==> src/rtl/alu_muldiv_seq.sv <==
// alu_muldiv_seq: radix-2 iterative multiply/divide for the RISC-V M extension.
// One multiplier/quotient bit per cycle over operand magnitudes, sign fix-up
// folded into the last iteration, fast path for divide-by-zero and overflow.
module alu_muldiv_seq #(
  parameter int XLEN = 32
) (
  input  logic            clk,
  input  logic            rst_n,
  input  logic            inValid,
  output logic            inReady,
  input  logic [2:0]      inOp,
  input  logic [XLEN-1:0] inA,
  input  logic [XLEN-1:0] inB,
  input  logic            kill,
  output logic            outValid,
  input  logic            outReady,
  output logic [XLEN-1:0] outResult,
  output logic            busy
);

  localparam int CW = $clog2(XLEN);

  localparam logic [2:0] OP_MUL    = 3'b000;
  localparam logic [2:0] OP_MULH   = 3'b001;
  localparam logic [2:0] OP_MULHSU = 3'b010;
  localparam logic [2:0] OP_DIV    = 3'b100;
  localparam logic [2:0] OP_REM    = 3'b110;

  typedef enum logic [1:0] {IDLE, CALC, DONE} state_t;

  state_t            state;
  logic [CW-1:0]     cnt;
  logic [2:0]        op;
  logic              neg;   // negate product/quotient/remainder at the end
  logic [XLEN-1:0]   opb;   // multiplicand magnitude or divisor magnitude
  logic [2*XLEN-1:0] acc;   // mul: {partial hi, multiplier}; div: {rem, quotient}

  // ---------------- request decode ----------------
  logic            sa_in, sb_in, neg_in, divz, ovf, fast;
  logic [XLEN-1:0] mag_a, mag_b, fast_res;

  // operand signedness and fast-path detection for the incoming request
  always_comb begin
    sa_in = 1'b0;
    sb_in = 1'b0;
    case (inOp)
      OP_MULH, OP_DIV, OP_REM: begin
        sa_in = inA[XLEN-1];
        sb_in = inB[XLEN-1];
      end
      OP_MULHSU: sa_in = inA[XLEN-1];
      default: ;
    endcase
    mag_a  = sa_in ? -inA : inA;
    mag_b  = sb_in ? -inB : inB;
    // remainder follows the dividend; everything else follows sign parity
    neg_in = (inOp == OP_REM) ? sa_in : (sa_in ^ sb_in);
    divz   = (inB == '0);
    ovf    = ((inOp == OP_DIV) || (inOp == OP_REM)) &&
             (inA == {1'b1, {(XLEN-1){1'b0}}}) && (inB == '1);
    fast   = inOp[2] && (divz || ovf);
    if (divz) fast_res = inOp[1] ? inA : '1;
    else      fast_res = inOp[1] ? '0  : inA;
  end

  // ---------------- one iteration ----------------
  logic [XLEN:0]     sum, shhi, diff;
  logic [2*XLEN-1:0] mul_nx, div_nx, acc_nx, prod;
  logic [XLEN-1:0]   mul_res, div_raw, div_res, fin_res;

  // next accumulator for shift-add or restoring-divide, plus final result
  always_comb begin
    // multiply: add multiplicand into the high half when the low bit is set, shift right
    sum    = {1'b0, acc[2*XLEN-1:XLEN]} + (acc[0] ? {1'b0, opb} : '0);
    mul_nx = {sum, acc[XLEN-1:1]};
    // divide: shift {rem,quo} left, trial-subtract divisor, keep if no borrow
    shhi   = acc[2*XLEN-1:XLEN-1];
    diff   = shhi - {1'b0, opb};
    if (!diff[XLEN]) div_nx = {diff[XLEN-1:0], acc[XLEN-2:0], 1'b1};
    else             div_nx = {shhi[XLEN-1:0], acc[XLEN-2:0], 1'b0};
    acc_nx = op[2] ? div_nx : mul_nx;

    prod    = neg ? -acc_nx : acc_nx;
    mul_res = (op[1:0] == 2'b00) ? prod[XLEN-1:0] : prod[2*XLEN-1:XLEN];
    div_raw = op[1] ? acc_nx[2*XLEN-1:XLEN] : acc_nx[XLEN-1:0];
    div_res = neg ? -div_raw : div_raw;
    fin_res = op[2] ? div_res : mul_res;
  end

  // control FSM, engine registers and registered handshake outputs
  always_ff @(posedge clk) begin
    if (!rst_n) begin
      state     <= IDLE;
      cnt       <= '0;
      op        <= '0;
      neg       <= 1'b0;
      opb       <= '0;
      acc       <= '0;
      inReady   <= 1'b1;
      outValid  <= 1'b0;
      busy      <= 1'b0;
      outResult <= '0;
    end else begin
      case (state)
        IDLE: begin
          if (inValid && inReady && !kill) begin
            op      <= inOp;
            neg     <= neg_in;
            inReady <= 1'b0;
            busy    <= 1'b1;
            if (inOp[2]) begin
              acc <= {{XLEN{1'b0}}, mag_a};
              opb <= mag_b;
            end else begin
              acc <= {{XLEN{1'b0}}, mag_b};
              opb <= mag_a;
            end
            if (fast) begin
              state     <= DONE;
              outResult <= fast_res;
              outValid  <= 1'b1;
            end else begin
              state <= CALC;
              cnt   <= CW'(XLEN-1);
            end
          end
        end
        CALC: begin
          if (kill) begin
            state   <= IDLE;
            inReady <= 1'b1;
            busy    <= 1'b0;
          end else begin
            acc <= acc_nx;
            if (cnt == '0) begin
              state     <= DONE;
              outResult <= fin_res;
              outValid  <= 1'b1;
            end else begin
              cnt <= cnt - 1'b1;
            end
          end
        end
        DONE: begin
          if (kill || outReady) begin
            state    <= IDLE;
            outValid <= 1'b0;
            inReady  <= 1'b1;
            busy     <= 1'b0;
          end
        end
        default: begin
          state    <= IDLE;
          outValid <= 1'b0;
          inReady  <= 1'b1;
          busy     <= 1'b0;
        end
      endcase
    end
  end

endmodule
==> config.mk <==
export PLATFORM = sky130hd
export DESIGN_NAME = alu_muldiv_seq
export DESIGN_NICKNAME = d
export VERILOG_FILES = /design/src/rtl/alu_muldiv_seq.sv
export SDC_FILE = /design/constraint.sdc
export NUM_CORES = 1
export LEC_CHECK = 0
export CAP_MARGIN = 20
export CELL_PAD_IN_SITES_DETAIL_PLACEMENT = 1
export CELL_PAD_IN_SITES_GLOBAL_PLACEMENT = 2
export CORE_ASPECT_RATIO = 0.7
export CORE_MARGIN = 5
export CORE_UTILIZATION = 32
export CTS_BUF_LIST = sky130_fd_sc_hd__clkbuf_16
export CTS_CLUSTER_SIZE = 28
export DETAILED_ROUTE_END_ITERATION = 16
export HOLD_SLACK_MARGIN = 0.06
export PLACE_DENSITY_LB_ADDON = 0.1
export SYNTH_ARGS = -nofsm -noshare
export SYNTH_HDL_FRONTEND = slang
export SYNTH_SLANG_ARGS = --single-unit
==> constraint.sdc <==
create_clock -name clk -period 5.59 [get_ports clk]
set_input_delay 0.8385 -clock clk [delete_from_list [all_inputs] [get_ports clk]]
set_output_delay 0.8385 -clock clk [all_outputs]
set_load 0.02 [all_outputs]
# After elaboration in Yosys (flattened, before gate mapping)
# Cells that the tools add are included.
[word_totals]
reg_bits = 142
in_bits = 72
out_inout_bits = 35
elab_cells = 108
[op_classes]
addsub = 7
eq_ne = 17
muxes = 50
n_bitwise = 1
reduce_logical = 23
[ops]
columns = ["operator", "n"]
rows = [
  ["two-way mux 32 bit", 16],
  ["two-way mux 64 bit", 5],
  ["one-hot mux 64 bit (2 select lines)", 1],
  ["negation 32 bit", 3],
  ["equality test 32 bit, second input constant", 2],
  ["negation 64 bit", 1],
  ["one-hot mux 32 bit (2 select lines)", 1],
  ["adder 32 x 32 -> 33 bit", 1],
  ["subtractor 33 x 32 -> 33 bit", 1],
  ["logical NOT 32 bit", 1],
  ["two-way mux 5 bit", 4],
  ["!= test 2 bit, second input constant", 8],
  ["AND reduction 5 bit", 3],
  ["two-way mux 1 bit", 13],
  ["two-way mux 2 bit", 5],
  ["one-hot mux 5 bit (2 select lines)", 1],
  ["one-hot mux 1 bit (3 select lines)", 3],
  ["AND reduction 3 bit", 3],
  ["equality test 3 bit, second input constant", 2],
  ["one-hot mux 2 bit (3 select lines)", 1],
  ["logical AND 1 bit", 5],
  ["logical NOT 5 bit", 1],
  ["subtractor 5 x 1 -> 5 bit, second input constant", 1],
  ["logical NOT 2 bit", 2],
  ["12 further kinds", 14],
]

# Logic depth before layout (Yosys ltp)
[depth]
ltp_word = 10
depth_mapped = 27
ltp_nobuf = 23

# Worst setup path before layout
# OpenSTA, ideal clock, no wires.
[synth_timing]
kind = "flip-flop to flip-flop"
from = "register acc[31]"
to = "register outResult[14]"
t_arrival_ns = 5.713
t_required_ns = 5.468
path_slack_ns = -0.245
stages_incl_launch_ff = 27
period_less_slack_ns = 5.835
path_cell_list = "dfxtp_1 inv_1 ha_1 fa_1 nand2b_1 a21oi_1 o211ai_1 a21o_2 a21oi_1 buf_4 nor2_1 buf_2 buf_1 buf_2 a21oi_1 ha_1 o21ai_0 nor4_1 nand3_1 or3_1 nor2_1 o31ai_1 or3_1 nor3_1 mux2_2 o211ai_1 a21oi_1"
[synth_via]
elab_chain_cells = 10
word_cells_on_any_way = 13
classes_between = "3 x add/sub; 10 x mux"
[synth_lines]
columns = ["element", "line_no", "rtl"]
rows = [
  ["from (decl)", "36", "logic [2*XLEN-1:0] acc;"],
  ["from (signal assigned)", "112", "acc <= {{XLEN{1'b0}}, mag_a};"],
  ["from (signal assigned)", "115", "acc <= {{XLEN{1'b0}}, mag_b};"],
  ["from (signal assigned)", "134", "acc <= acc_nx;"],
  ["subtractor 33 x 32 -> 33 bit", "78", "diff = shhi - {1'b0, opb};"],
  ["two-way mux 64 bit", "79", "if (!diff[XLEN]) div_nx = {diff[XLEN-1:0], acc[XLEN-2:0], 1'b1};"],
  ["two-way mux 64 bit (*)", "81", "acc_nx = op[2] ? div_nx : mul_nx;"],
  ["negation 64 bit or two-way mux 32 bit (tied branches)", "83, 85", ""],
  ["two-way mux 64 bit or negation 32 bit (tied branches)", "83, 86", ""],
  ["two-way mux 32 bit (on tied branches)", "84, 86", ""],
  ["two-way mux 32 bit (*)", "87", "fin_res = op[2] ? div_res : mul_res;"],
  ["two-way mux 32 bit (*)", "135", "if (cnt == '0) begin"],
  ["two-way mux 32 bit (*)", "129", "if (kill) begin"],
  ["one-hot mux 32 bit (2 select lines) (*)", "104", "case (state)"],
  ["to (signal assigned)", "120", "outResult <= fast_res;"],
  ["to (signal assigned)", "137", "outResult <= fin_res;"],
  ["to (decl)", "17", "output logic [XLEN-1:0] outResult,"],
]
# Every way passes the cells marked *; elsewhere a longest branch is shown, timed or not. The select of a mux whose other input is x is not followed.
# A chain may end at the register's enable or synchronous reset.

# Worst setup path in the final report
[layout_timing]
from = "register acc[31]"
to = "register outResult[28]"
# Same word-level chain as after synthesis.

==> flow_summary.yaml <==
floorplan:
  die_area_sq_um: 63000
  die_x_um: 298
  io_pins: 107
  start_util_pct: 32.5
  rows: 73
  coreArea_sq_um: 57100
  fp.dieH_um: 212
power_and_ir_drop:
  switchingPower_mw: 4.99
  comb_power_share_pct: 68.5
  clock_power_share_pct: 14.4
  vdd_drop_max_v: 0.000265
  p_per_area_nw_per_um2: 408
  p_leak_nw: 8.16
  p_int_mw: 3.99
  p_seq_share_pct: 17.1
  switching_share_pct: 55.6
place:
  dp_cells: 3608
  dp_hpwl_mm: 84.6
  port_buffers: 106
  dpl_worst_slack_ps: -230
  place_congestion: 1.01
sta:
  min_period_ps: 5400
  hold_viol: 0
  maxSlewViolCount: 0
  holdWs_ps: 467
  fin_skew_ps: 18.2
  timing.fmax_mhz: 185
  worstMarginPinSlew_ps: 1150
  setup_ws_ps: 187
  setup_viol: 0
  slew_headroom_pct: 23.2
  fin_crit_sh_pct: 96.6
setup_path:
  path_common_cell: "buf_4"
  start_kind: "register"
  reg2reg_to: "outResult[28]$_SDFFE_PN0P_"
  path_class: "reg -> reg"
  critical_path.cell_chain: "inv_1, ha_1, fa_1, nand2b_4, a21oi_4, o211ai_1, buf_4, a21o_2, a21oi_2, nor2_2, a21oi_2, ha_2, o21ai_2, nor4_2, buf_4, nand3_1, or4_4, nor4_4, nand4_1, buf_4, o31ai_1, xor2_1, a32oi_1, o31a_1"
  rr_worst_depth: 24
  crit_required_ps: 5990
  r2r_start: "acc[31]$_SDFFE_PN0P_"
  critPathSlowestCell: "or4_4"
  cpPeakStageDelay_ps: 490
  critPathMaxFanout: 4
  reg2reg_slack_ps: 190
  cp-end-kind: "register"
  crit_arrival_ps: 5800
outcome:
  status: "complete, no violations"
detailed_routing:
  dr.first_iter.drc_count: 2250
  drt-vias-per-instance: 6.33
  first_pass_iters: 6
  wire_per_inst_um: 28.9
  drc_errors: 0
  route.vias.total: 23070
  ant_nets: 0
  wirelength_mm: 105
min_path:
  hold_class: "reg -> reg"
  hold_path_startpoint: "opb[19]$_SDFFE_PN0P_"
  min_to: "opb[19]$_SDFFE_PN0P_"
  min_path_cells: 2
clock_tree:
  ctsHtreeMaxLevel: 4
  clock-sinks: 142
  cts_buffers: 17
  cts_tree: "done"
  clk_pin_slew_worst_paths_ps: 80
  clk-insertion-delay-late_ps: 500
  clockBufferDepth: 2
  postCtsHoldBufs: 0
  cts_root_buf: "clkbuf_16"
layout:
  fin_nets: 3024
  drive_gt1_share_pct: 12.2
  area_growth_pct: 18.6
  stdcell_count: 3643
  fillers: 7202
yosys:
  synthMostInstantiatedCell: "nand2_1"
  synth.top_cell.area_share_pct: 15.3
  ys_warn_count: 0
  synth.distinct_cells: 111
  synthTopCellsByCount: "nand2_1 (333), nor2_1 (307), a21oi_1 (249)"
  synth_ff_type: "dfxtp_1"
  syn_nets: 2904
  ys_top_cells_by_area: "dfxtp_1 (15%), nand2_1 (6.7%), a21oi_1 (6.7%), nor2_1 (6.2%), o21ai_0 (5.1%)"
  synth_area_sq_um: 18600
  ys_ff_latch: 142
  ys_async_sr_fraction_pct: 0
  synth-edff-count: 0
  synth_area_leader_cell: "dfxtp_1"
  synth.avg_cell_area_sq_um: 6.73
  synth_cells: 2759
  synth_seq_area_share_pct: 15.3
global_route:
  use_met3_pct: 6.82
  antenna_found_initial: 5
  grtUsageMet1_pct: 47.1
  grt_use_met2_pct: 46.0
  grt_pass1_vias: 21959
  busiest_layer: "met1"
  overflow: 0
  grt_pass1_wl_mm: 151
  grt_max_degree: 104
  grt_use_total_pct: 31.8
run:
  cap_violations: 0
[through the flow]
step	utilization, %	instance area, sq um	power [mW]	setup TNS (ps)
3_5_place_dp	37.3	21300	7.43	-930
5_1_grt	38.6	22000	9.38	-24.2
4_1_cts	38.4	21900	8.77	0
6_report	38.6	22000	8.99	0
2_1_floorplan	-	18600	4.94	0
3_3_place_gp	37.3	21300	7.37	-155
[worst max path at each step]
stage                               startpoint                    endpoint  slack, ps  depth (start not counted)
final                     acc[31]$_SDFFE_PN0P_  outResult[28]$_SDFFE_PN0P_        190                         24
after floorplan           acc[31]$_SDFFE_PN0P_  outResult[14]$_SDFFE_PN0P_         10                         26
after global placement    acc[31]$_SDFFE_PN0P_  outResult[28]$_SDFFE_PN0P_        -70                         23
after CTS                 acc[31]$_SDFFE_PN0P_   outResult[2]$_SDFFE_PN0P_        0.4                         24
after detailed placement  acc[31]$_SDFFE_PN0P_  outResult[28]$_SDFFE_PN0P_       -230                         23
after global routing      acc[31]$_SDFFE_PN0P_  outResult[28]$_SDFFE_PN0P_        -20                         24
[layout make-up]
type / count / area, sq um / area share (%)
multi-input combinational: 2336 / 14700 / 66.8
sequential: 142 / 2850 / 12.9
timing repair buffer: 313 / 2650 / 12.0
tap: 750 / 938 / 4.26
clock buffer: 17 / 425 / 1.93
inverter: 69 / 262 / 1.19
clock inverter: 15 / 188 / 0.852
antenna: 1 / 2.50 / 0.0114
[cell families after synthesis]
kind of cell	count (synthesis)	share of synthesized area, %
XOR/XNOR	154	7.26
AND/OR/NAND/NOR	1109	28.4
buffers and inverters	281	6.20
multiplexers	92	5.36
adder cells (fa/ha/maj)	92	6.02
flip-flops	142	15.3
AO/OA/AOI/OAI	889	31.4
[flip-flops by register name (all words and copies together) (netlist names)]
register and cells:
acc 64, busy 1, cnt 5, inReady 1, neg 1, op 3, opb 32, outResult 32
outValid 1, state 2
[routing by layer]
metal / vias up / part of all wire, %
met2: 927 / 41
met1: 11635 / 48
met4: 4 / 3.1
met3: 118 / 8.4
met5: - / 0.044
li1: 10386 / -
[placed cells by master (no fill, tap or decap), types with 17 or more instances in the layout]
cell,instances
xor2_1,67
a21o_1,28
mux2i_1,68
ha_1,70
buf_4,204
mux2_2,19
a21oi_1,245
inv_1,64
clkbuf_16,17
dfxtp_1,138
nand4_1,48
a31oi_1,52
nor2_1,303
nand3_1,100
nor3_1,88
or3_1,31
nand2_1,332
maj3_1,19
nor2b_1,18
nor4_1,21
a211oi_1,45
and2_1,51
o211ai_1,70
clkdlybuf4s50_1,105
o31ai_1,36
o21ai_0,187
xnor2_1,87
[power by group through the flow]
stage / registers [mW] / logic, mW / clock network [mW]
after floorplan: 1.42 / 3.52 / 0
after global placement: 1.54 / 5.83 / 0
after detailed placement: 1.54 / 5.89 / 0
after CTS: 1.52 / 5.93 / 1.32
after global routing: 1.55 / 6.48 / 1.35
final: 1.54 / 6.15 / 1.30
[what timing repair did]
item                                    4_1_cts  5_1_grt
setup buffers                                 0        2
gates resized for setup                       6       12
pin swaps                                     2        6
endpoints found under the setup margin       12       17
[critical path: cells and delay by family (launching register included)]
family | cells | cell delay, ps
compound gates | 9 | 1700
xor+xnor | 1 | 220
flops | 1 | 330
fa+ha+maj | 3 | 910
buf+inv | 4 | 630
simple gates | 7 | 1500
Note: power is estimated with default switching activity, not from simulation.
